--- src/rtl/simd_pkg.sv ---
// Shared definitions for the SIMD ALU sequencer.
//
// Contents:
//   seqState_t  : sequencer state encoding (IDLE / RUN / DRAIN)
//   FN_*        : ALU function codes that the ALU understands
//   DEFAULT_*   : default widths used as parameter defaults
package simd_pkg;

    localparam int DEFAULT_FUNCTION_BITS = 4;
    localparam int DEFAULT_BIT_WIDTH     = 32;
    localparam int DEFAULT_ADDR_WIDTH    = 10;
    localparam int DEFAULT_COUNT_WIDTH   = 16;

    typedef enum logic [1:0] {
        IDLE  = 2'd0,
        RUN   = 2'd1,
        DRAIN = 2'd2
    } seqState_t;

    localparam logic [3:0] FN_ADD = 4'd0;
    localparam logic [3:0] FN_SUB = 4'd1;
    localparam logic [3:0] FN_AND = 4'd2;
    localparam logic [3:0] FN_OR  = 4'd3;
    localparam logic [3:0] FN_XOR = 4'd4;
    localparam logic [3:0] FN_MUL = 4'd5;
    localparam logic [3:0] FN_MAC = 4'd6;
    localparam logic [3:0] FN_SHR = 4'd7;
    localparam logic [3:0] FN_SHL = 4'd8;

endpackage

--- src/rtl/simd_seq_addr_gen.sv ---
// Address generator: a base register plus an offset counter.
// The output address is base + offset, wrapping modulo 2^ADDR_WIDTH.
//
// Ports:
//   clk, reset  : clock, synchronous active-high reset
//   i_load      : capture i_base and clear the offset
//   i_base      : start address
//   i_advance   : step the offset by one
//   o_addr      : current address (base + offset)
module simd_seq_addr_gen
    import simd_pkg::*;
#(
    parameter int ADDR_WIDTH = DEFAULT_ADDR_WIDTH
) (
    input  logic                  clk,
    input  logic                  reset,
    input  logic                  i_load,
    input  logic [ADDR_WIDTH-1:0] i_base,
    input  logic                  i_advance,
    output logic [ADDR_WIDTH-1:0] o_addr
);

    logic [ADDR_WIDTH-1:0] r_base;
    logic [ADDR_WIDTH-1:0] r_offset;

    always_ff @(posedge clk) begin
        if (reset) begin
            r_base   <= '0;
            r_offset <= '0;
        end else if (i_load) begin
            r_base   <= i_base;
            r_offset <= '0;
        end else if (i_advance) begin
            r_offset <= r_offset + ADDR_WIDTH'(1);
        end
    end

    // Same-width sum: carry out is dropped, giving the modulo wrap.
    assign o_addr = r_base + r_offset;

endmodule

--- src/rtl/simd_alu_sequencer.sv ---
// simd_alu_sequencer: accepts one vector command, streams operand reads
// from the scratchpad into the ALU and writes each registered result back.
//
// Pipeline per element i (command accepted in cycle A):
//   A+1+i : rd_en, rd_addr0/1
//   A+2+i : read data arrives, driven onto the ALU inputs
//   A+3+i : wr_en with the registered ALU result
//
// Ports:
//   clk, reset                         : clock, synchronous active-high reset
//   cmd_valid/cmd_ready, cmd_*         : command handshake and fields
//   rd_en, rd_addr0/1, rd_data0/1      : scratchpad read port
//   alu_fn, alu_in0/1, alu_acc, alu_out: ALU interface
//   wr_en, wr_addr, wr_data            : scratchpad write port
//   busy, done                         : status
//
// Optional feature: define SIMD_SEQ_REDUCE_EN to add cmd_reduce, which
// chains each result into the next element and writes only the final one.
module simd_alu_sequencer
    import simd_pkg::*;
#(
    parameter int FUNCTION_BITS = DEFAULT_FUNCTION_BITS,
    parameter int BIT_WIDTH     = DEFAULT_BIT_WIDTH,
    parameter int ADDR_WIDTH    = DEFAULT_ADDR_WIDTH,
    parameter int COUNT_WIDTH   = DEFAULT_COUNT_WIDTH
) (
    input  logic                     clk,
    input  logic                     reset,
    input  logic                     cmd_valid,
    output logic                     cmd_ready,
    input  logic [FUNCTION_BITS-1:0] cmd_fn,
    input  logic [ADDR_WIDTH-1:0]    cmd_src0_base,
    input  logic [ADDR_WIDTH-1:0]    cmd_src1_base,
    input  logic [ADDR_WIDTH-1:0]    cmd_dst_base,
    input  logic [COUNT_WIDTH-1:0]   cmd_count,
`ifdef SIMD_SEQ_REDUCE_EN
    input  logic                     cmd_reduce,
`endif
    output logic                     rd_en,
    output logic [ADDR_WIDTH-1:0]    rd_addr0,
    output logic [ADDR_WIDTH-1:0]    rd_addr1,
    input  logic [BIT_WIDTH-1:0]     rd_data0,
    input  logic [BIT_WIDTH-1:0]     rd_data1,
    output logic [FUNCTION_BITS-1:0] alu_fn,
    output logic [BIT_WIDTH-1:0]     alu_in0,
    output logic [BIT_WIDTH-1:0]     alu_in1,
    output logic [BIT_WIDTH-1:0]     alu_acc,
    input  logic [BIT_WIDTH-1:0]     alu_out,
    output logic                     wr_en,
    output logic [ADDR_WIDTH-1:0]    wr_addr,
    output logic [BIT_WIDTH-1:0]     wr_data,
    output logic                     busy,
    output logic                     done
);

    seqState_t              r_state;
    logic                   r_cmdReady;
    logic                   r_busy;
    logic                   r_done;
    logic                   r_rdEn;
    logic [FUNCTION_BITS-1:0] r_fn;
    logic [COUNT_WIDTH-1:0] r_remaining;

    logic                   r_s2Valid;
    logic                   r_s2Last;
    logic                   r_wrEn;
    logic [BIT_WIDTH-1:0]   r_wrData;
    logic [FUNCTION_BITS-1:0] r_fnHold;
    logic [BIT_WIDTH-1:0]   r_in0Hold;
    logic [BIT_WIDTH-1:0]   r_in1Hold;

    logic                   w_accept;
    logic                   w_lastRead;
    logic                   w_writeNow;
    logic [BIT_WIDTH-1:0]   w_in1Now;

    assign w_accept   = cmd_valid && r_cmdReady;
    assign w_lastRead = r_rdEn && (r_remaining == COUNT_WIDTH'(1));

    simd_seq_addr_gen #(.ADDR_WIDTH(ADDR_WIDTH)) u_src0Gen (
        .clk(clk), .reset(reset), .i_load(w_accept), .i_base(cmd_src0_base),
        .i_advance(r_rdEn), .o_addr(rd_addr0)
    );

    simd_seq_addr_gen #(.ADDR_WIDTH(ADDR_WIDTH)) u_src1Gen (
        .clk(clk), .reset(reset), .i_load(w_accept), .i_base(cmd_src1_base),
        .i_advance(r_rdEn), .o_addr(rd_addr1)
    );

    // Destination steps after each write, so it always points at the next result.
    simd_seq_addr_gen #(.ADDR_WIDTH(ADDR_WIDTH)) u_dstGen (
        .clk(clk), .reset(reset), .i_load(w_accept), .i_base(cmd_dst_base),
        .i_advance(r_wrEn), .o_addr(wr_addr)
    );

`ifdef SIMD_SEQ_REDUCE_EN
    logic                 r_reduce;
    logic                 r_firstRead;
    logic                 r_s2First;
    logic [BIT_WIDTH-1:0] r_acc;
    logic [BIT_WIDTH-1:0] r_accHold;
    logic [BIT_WIDTH-1:0] w_accNow;

    // In reduce mode every element after the first chains the running result.
    assign w_accNow   = r_reduce ? r_acc : '0;
    assign w_in1Now   = (r_reduce && !r_s2First) ? r_acc : rd_data1;
    assign w_writeNow = r_s2Valid && (!r_reduce || r_s2Last);
    assign alu_acc    = r_s2Valid ? w_accNow : r_accHold;
`else
    assign w_in1Now   = rd_data1;
    assign w_writeNow = r_s2Valid;
    assign alu_acc    = '0;
`endif

    // ALU inputs follow live read data while an element is in stage 2,
    // otherwise they replay the last element's values.
    assign alu_fn  = r_s2Valid ? r_fn     : r_fnHold;
    assign alu_in0 = r_s2Valid ? rd_data0 : r_in0Hold;
    assign alu_in1 = r_s2Valid ? w_in1Now : r_in1Hold;

    assign cmd_ready = r_cmdReady;
    assign busy      = r_busy;
    assign done      = r_done;
    assign rd_en     = r_rdEn;
    assign wr_en     = r_wrEn;
    assign wr_data   = r_wrData;

    // Control FSM. done follows the last element out of stage 2, which lines
    // it up with the final write; DRAIN exits on that same done cycle.
    always_ff @(posedge clk) begin
        if (reset) begin
            r_state     <= IDLE;
            r_cmdReady  <= 1'b1;
            r_busy      <= 1'b0;
            r_done      <= 1'b0;
            r_rdEn      <= 1'b0;
            r_fn        <= '0;
            r_remaining <= '0;
`ifdef SIMD_SEQ_REDUCE_EN
            r_reduce    <= 1'b0;
            r_firstRead <= 1'b0;
`endif
        end else begin
            r_done <= r_s2Last;
`ifdef SIMD_SEQ_REDUCE_EN
            if (w_accept) begin
                r_reduce    <= cmd_reduce;
                r_firstRead <= 1'b1;
            end else if (r_rdEn) begin
                r_firstRead <= 1'b0;
            end
`endif
            case (r_state)
                IDLE: begin
                    if (w_accept) begin
                        r_fn        <= cmd_fn;
                        r_remaining <= cmd_count;
                        if (cmd_count == '0) begin
                            r_done <= 1'b1;
                        end else begin
                            r_state    <= RUN;
                            r_rdEn     <= 1'b1;
                            r_busy     <= 1'b1;
                            r_cmdReady <= 1'b0;
                        end
                    end
                end
                RUN: begin
                    r_remaining <= r_remaining - COUNT_WIDTH'(1);
                    if (w_lastRead) begin
                        r_rdEn  <= 1'b0;
                        r_state <= DRAIN;
                    end
                end
                DRAIN: begin
                    if (r_done) begin
                        r_state    <= IDLE;
                        r_busy     <= 1'b0;
                        r_cmdReady <= 1'b1;
                    end
                end
                default: begin
                    r_state <= IDLE;
                end
            endcase
        end
    end

    // Datapath pipeline: stage-2 tracking, result register and ALU hold values.
    always_ff @(posedge clk) begin
        if (reset) begin
            r_s2Valid <= 1'b0;
            r_s2Last  <= 1'b0;
            r_wrEn    <= 1'b0;
            r_wrData  <= '0;
            r_fnHold  <= '0;
            r_in0Hold <= '0;
            r_in1Hold <= '0;
`ifdef SIMD_SEQ_REDUCE_EN
            r_s2First <= 1'b0;
            r_acc     <= '0;
            r_accHold <= '0;
`endif
        end else begin
            r_s2Valid <= r_rdEn;
            r_s2Last  <= w_lastRead;
            r_wrEn    <= w_writeNow;
            if (w_writeNow) begin
                r_wrData <= alu_out;
            end
            if (r_s2Valid) begin
                r_fnHold  <= r_fn;
                r_in0Hold <= rd_data0;
                r_in1Hold <= w_in1Now;
            end
`ifdef SIMD_SEQ_REDUCE_EN
            r_s2First <= r_rdEn && r_firstRead;
            if (w_accept) begin
                r_acc <= '0;
            end else if (r_s2Valid && r_reduce) begin
                r_acc <= alu_out;
            end
            if (r_s2Valid) begin
                r_accHold <= w_accNow;
            end
`endif
        end
    end

endmodule

--- config.mk ---
export PLATFORM = sky130hd
export DESIGN_NAME = simd_alu_sequencer
export DESIGN_NICKNAME = d
export VERILOG_FILES = /design/src/rtl/simd_pkg.sv /design/src/rtl/simd_seq_addr_gen.sv /design/src/rtl/simd_alu_sequencer.sv
export SDC_FILE = /design/constraint.sdc
export NUM_CORES = 1
export LEC_CHECK = 0
export ABC_AREA = 1
export ABC_CLOCK_PERIOD_IN_PS = 2600
export BUFFER_PORTS_ARGS = -buffer_cell sky130_fd_sc_hd__buf_4
export CAP_MARGIN = 20
export CORE_UTILIZATION = 50
export DETAILED_ROUTE_END_ITERATION = 6
export GPL_ROUTABILITY_DRIVEN = 1
export PLACE_DENSITY_LB_ADDON = 0.1
export REMOVE_ABC_BUFFERS = 1
export SYNTH_ARGS = -nofsm -noshare
export SYNTH_HDL_FRONTEND = slang
export SYNTH_SLANG_ARGS = --single-unit
--- constraint.sdc ---
create_clock -name clk -period 2.6 [get_ports clk]
set_clock_uncertainty 0.05 [all_clocks]
set_input_delay 0.39 -clock clk [delete_from_list [all_inputs] [get_ports clk]]
set_output_delay 0.39 -clock clk [all_outputs]
set_load 0.02 [all_outputs]
# [Word level (Yosys, flattened, before mapping)]
# Index checks and enable logic that the tools add are counted.
[totals] register_bits=189 inputBits=149 out_inout_bits=167 wordCells=69
[classes] n_addsub=7 n_eq_ne=7 n_mux=23 n_reduce_logical=12
[op_table] operator="$mux W32" count=2
[op_table] operator="$pmux W16 S2" count=1
[op_table] operator="$add A10 B1 Y10 const B" count=3
[op_table] operator="$add A10 B10 Y10" count=3
[op_table] operator="$eq A16 B1 Y1 const B" count=1
[op_table] operator="$logic_not A16 Y1" count=1
[op_table] operator="$mux W16" count=1
[op_table] operator="$sub A16 B1 Y16 const B" count=1
[op_table] operator="$reduce_and A4 Y1" count=3
[op_table] operator="$mux W1" count=10
[op_table] operator="$mux W2" count=4
[op_table] operator="$ne A2 B2 Y1 const B" count=3
[op_table] operator="$pmux W1 S2" count=3
[op_table] operator="$pmux W2 S3" count=1
[op_table] operator="$mux W4" count=1
[op_table] operator="$reduce_and A2 Y1" count=2
[op_table] operator="$reduce_bool A2 Y1" count=2
[op_table] operator="$eq A2 B1 Y1 const B" count=1
[op_table] operator="$eq A2 B2 Y1 const B" count=1
[op_table] operator="$logic_and A1 B1 Y1" count=2
[op_table] operator="$logic_not A2 Y1" count=1
[op_table] operator="$ne A2 B1 Y1 const B" count=1
[op_table] operator="$reduce_or A2 Y1" count=1

# [Longest topological paths before layout]
[depth] word_depth=4 mapped_depth=11

# [Modules after synthesis]
# A second synthesis with hierarchy kept.
[hier_totals] hier_cells=1339 hier_area_um2=9282.7
[by_module_without_submodules] module="simd_alu_sequencer" n_inst=1 cells_each=798 area_per_inst_um2=5615.4
[by_module_without_submodules] module="simd_seq_addr_gen (u_dstGen ...)" n_inst=2 cells_each=180 area_per_inst_um2=1221.2
[by_module_without_submodules] module="simd_seq_addr_gen (u_src1Gen)" n_inst=1 cells_each=181 area_per_inst_um2=1224.9

# [Worst setup path before layout]
# No wires, ideal clock.
[synth_path] kind="register to output" from="register u_src0Gen.r_offset[0]" to="output rd_addr0[6]" arrival_time_ps=1818 slack_ps=342 stages_incl_launch_ff=8 n_path_buf=0 path_cell_list="dfxtp_1 -> ha_1 -> inv_1 -> fa_1 -> o21ai_1 -> a21oi_1 -> o21bai_1 -> xor2_1"
[synth_via] elab_chain_len=1
[synth_lines] element="start, declared" line="simd_seq_addr_gen.sv:24" text="logic [ADDR_WIDTH-1:0] r_offset;"
[synth_lines] element="start signal, assigned" line="simd_seq_addr_gen.sv:34" text="r_offset <= r_offset + ADDR_WIDTH'(1);"
[synth_lines] element="$add A10 B10 Y10" line="simd_seq_addr_gen.sv:39" text="assign o_addr = r_base + r_offset;"
[synth_lines] element="end, declared" line="simd_alu_sequencer.sv:40" text="output logic [ADDR_WIDTH-1:0] rd_addr0,"
# No other way between the ends.

# [Final worst setup path]
[layout_path] from="register u_src0Gen.r_base[0]" to="output rd_addr0[6]"
[layout_via] elab_chain_len=1
[layout_lines] element="start, declared" line="simd_seq_addr_gen.sv:23" text="logic [ADDR_WIDTH-1:0] r_base;"
[layout_lines] element="start signal, assigned" line="simd_seq_addr_gen.sv:31" text="r_base <= i_base;"
[layout_lines] element="$add A10 B10 Y10" line="simd_seq_addr_gen.sv:39"
# No other way between the ends.

==> impl_metrics.py <==
metrics = {
    "critical_path": {
        "critical_path_start_type": "flip-flop",
        "regToRegEndpoint": "r_remaining[11]$_SDFFE_PP0P_",
        "worst-setup-path-type": "reg2out",
        "setup.worst_path.start": "u_src0Gen.r_base[0]$_SDFFE_PP0P_",
        "critical-path-max-stage-delay_ps": 410,
        "crit_required_ps": 2160,
        "path_depth": 8,
        "ff2ff_path_depth": 9,
        "cp_max_fo": 3,
        "critical-path-top-delay-family": "adder cells",
        "worst_ep_arrival_time_ps": 2170,
        "cp_num_buf_inv": 2,
        "category_of_the_worst_setup_path_capture_point": "primary output",
        "endpoint": "rd_addr0[6]",
        "setup.reg_to_reg.worst_slack_ps": 870,
        "worst_path_cell_trace": "ha_4 -> inv_2 -> fa_2 -> o21ai_2 -> a21oi_1 -> o21bai_1 -> xor2_1 -> buf_4",
        "timing.critical_path.slowest_stage_cell": "sky130_fd_sc_hd__fa_2",
        "r2r_start": "cmd_ready$_SDFFE_PP1P_",
    },
    "timing": {
        "layout_setup_ws_ps": -6.80,
        "grt_setup_unrepaired": "true",
        "slew_limit_fails": 0,
        "clock.fmax_ghz": 0.384,
        "hold_viol_final": 0,
        "hold_slack_ps": 127,
        "worst_slew_pin_slew_ps": 792,
        "period_share_pct": 100,
        "post-route-min-period_ps": 2610,
        "finalSetupViolCount": 1,
        "timing.max_slew.rel_slack_pct": 47.2,
    },
    "synth": {
        "synth_async_sr_flop_share_pct": 0,
        "count_of_distinct_cell_types_in_the_synthesized_netlist": 35,
        "ys.flop_type": "sky130_fd_sc_hd__dfxtp_1",
        "synth.yosys.seq_area_share_pct": 42.3,
        "synth-seq-cells": 189,
        "number_of_enable_type_register_cells_in_the_synthesized_netlist": 0,
        "yosysTopAreaCell": "sky130_fd_sc_hd__dfxtp_1",
        "synthTopCellsByCount": "sky130_fd_sc_hd__nand2_1 (329), sky130_fd_sc_hd__nor2_1 (215), sky130_fd_sc_hd__dfxtp_1 (189)",
        "synth_warnings": 0,
        "syn_area_sq_mm": 0.00895,
        "synth_largest_type_area_fraction_pct": 42.3,
        "top_cells_by_area_synth": "sky130_fd_sc_hd__dfxtp_1 (42%), sky130_fd_sc_hd__nand2_1 (14%), sky130_fd_sc_hd__nor2_1 (9.0%), sky130_fd_sc_hd__a21oi_1 (6.8%), sky130_fd_sc_hd__o21ai_0 (4.5%)",
        "syn-mean-instance-area_sq_um": 7.07,
        "synthCells": 1266,
        "most_frequent_cell_after_synthesis": "sky130_fd_sc_hd__nand2_1",
    },
    "floorplan": {
        "dieWidth_um": 136,
        "placeableCoreArea_sq_mm": 0.0174,
        "core.rowCount": 48,
        "design.die.area_sq_mm": 0.0184,
        "die_h_um": 136,
        "ioPinCount": 316,
        "starting_density_pct": 51.4,
    },
    "layout": {
        "layout.core_utilization_pct": 68.3,
        "drive_gt1_share_pct": 24.5,
        "multi_input_area_sq_mm": 0.00465,
        "register_area_sq_mm": 0.00380,
        "fillerInstances": 1554,
        "nNetsFinal": 1713,
        "syn2layout_area_growth_pct": 32.8,
    },
    "drt": {
        "drt_drc_violations_left": 0,
        "wl_um": 25300,
        "detailroute.via_count": 8862,
        "antenna_violating_nets_post_route": 0,
        "routedWlPerCell_um": 14.3,
        "dr.pass1.iters": 7,
        "vias_per_inst": 5.02,
        "initialDrtViolationCount": 352,
    },
    "placement": {
        "dpl.hpwl_um": 17900,
        "routabilityCongestion": 0.932,
        "numPortBuffers": 283,
    },
    "cts": {
        "ctsLongestPathBuffers": 2,
        "cts_htree_levels": 4,
        "clock_transition_at_the_registers_of_the_reported_paths_ps": 70,
        "cts_sinks": 189,
        "root_buffer": "sky130_fd_sc_hd__clkbuf_16",
        "tritoncts.num_buffers": 17,
        "tritoncts": "done",
        "clock_latency_ps": 430,
    },
    "global_routing": {
        "globalRoute.totalOverflow": 0,
        "first_global_vias": 8305,
        "grt_antenna_before_repair": 0,
        "grt_max_degree": 102,
        "grt_first_pass_wirelength_um": 39300,
        "grt_util_all_layers_pct": 27.0,
    },
    "pwr": {
        "power.density_mw_per_mm2": 751,
        "max-vdd-ir-drop_v": 0.000521,
        "power_leakage_uw": 0.00584,
        "sum_of_internal_switching_and_leakage_power_uw": 8920,
    },
    "run": {
        "drv.max_cap_violation_count": 0,
    },
    "outcome": {
        "run_status": "finished, violations left",
        "failed_checks": "setup timing",
    },
    "worst_hold_path": {
        "timing.hold.worst.class": "in2reg",
    },
}
==> tightest hold or removal path, cell delays in order <==
cell,delay [ps]
sky130_fd_sc_hd__buf_4,80
sky130_fd_sc_hd__nor2_1,30
sky130_fd_sc_hd__nor2_1,80
==> routing by layer <==
metal / part of all wire [%] / up-vias / global-route usage [%]
li1: - / 4543 / -
met1: 41 / 4023 / 31.0
met2: 49 / 250 / 46.4
met3: 6.8 / 46 / 7.89
met4: 2.9 / 0 / 11.8
met5: 0 / - / 0
==> through the flow <==
step | worst slack, ps | std cells | instance area (sq um) | TNS (ps)
floorplan | -1680 | 1211 | 8590 | -245030
global placement | 252 | 1731 | 11100 | 0
detailed placement | 250 | 1731 | 11100 | 0
CTS | 8.55 | 1763 | 11800 | 0
global route | -104 | 1766 | 11900 | -370
finish | -6.80 | 1767 | 11900 | -6.80
==> report_power, final <==
part,internal [uW],switching (uW)
registers,3200,196
logic,1010,1630
clock network,1710,1170
==> layout make-up <==
type,instances,share of cell area [%]
antenna,1,0.0211
clock buffer,18,3.61
clock inverter,13,1.81
inverter,65,2.05
multi-input combinational,957,39.2
sequential,189,31.9
tap,225,2.37
timing repair buffer,299,19.1
==> what timing repair did <==
action	CTS	global route
endpoints found under the hold margin	0	0
resized for setup	8	25
hold buffers	0	0
buffers inserted	1	3
endpoints found under the setup margin	6	60
pin swaps	2	8
==> flip-flops by register name (all words and copies together), names as in the netlist, 10 cells and up <==
signal              flops
r_in0Hold              32
u_dstGen.r_base        10
u_src1Gen.r_base       10
wr_data                32
u_src1Gen.r_offset     10
u_src0Gen.r_base       10
u_src0Gen.r_offset     10
r_remaining            16
r_in1Hold              32
u_dstGen.r_offset      10
==> how the worst min path moves through the flow <==
stage,start,endpoint,depth (start not counted)
4_1_cts,alu_out[7],wr_data[7]$_SDFFE_PP0P_,3
6_report,alu_out[3],wr_data[3]$_SDFFE_PP0P_,3
5_1_grt,alu_out[30],wr_data[30]$_SDFFE_PP0P_,3
3_5_place_dp,r_s2Last$_SDFF_PP0_,done$_SDFF_PP0_,1
2_1_floorplan,r_s2Last$_SDFF_PP0_,done$_SDFF_PP0_,1
3_3_place_gp,r_s2Last$_SDFF_PP0_,done$_SDFF_PP0_,1
==> cell usage in the layout (no fill, tap or decap), types with 17 or more instances in the layout <==
master	instances
sky130_fd_sc_hd__ha_1	24
sky130_fd_sc_hd__conb_1	32
sky130_fd_sc_hd__nand3_1	48
sky130_fd_sc_hd__dfxtp_1	181
sky130_fd_sc_hd__nor2_1	215
sky130_fd_sc_hd__clkbuf_16	17
sky130_fd_sc_hd__nand2_1	328
sky130_fd_sc_hd__a21oi_1	117
sky130_fd_sc_hd__buf_4	296
sky130_fd_sc_hd__xor2_1	27
sky130_fd_sc_hd__inv_1	55
sky130_fd_sc_hd__o21ai_0	79
==> cells by family after synthesis <==
group           synth area share, %
compound gates                 13.4
xor+xnor                       2.94
fa+ha+maj                      5.14
buf+inv                        8.01
flops                          42.3
other cells                  0.0419
simple gates                   28.2
(Power assumes the default switching activity.)
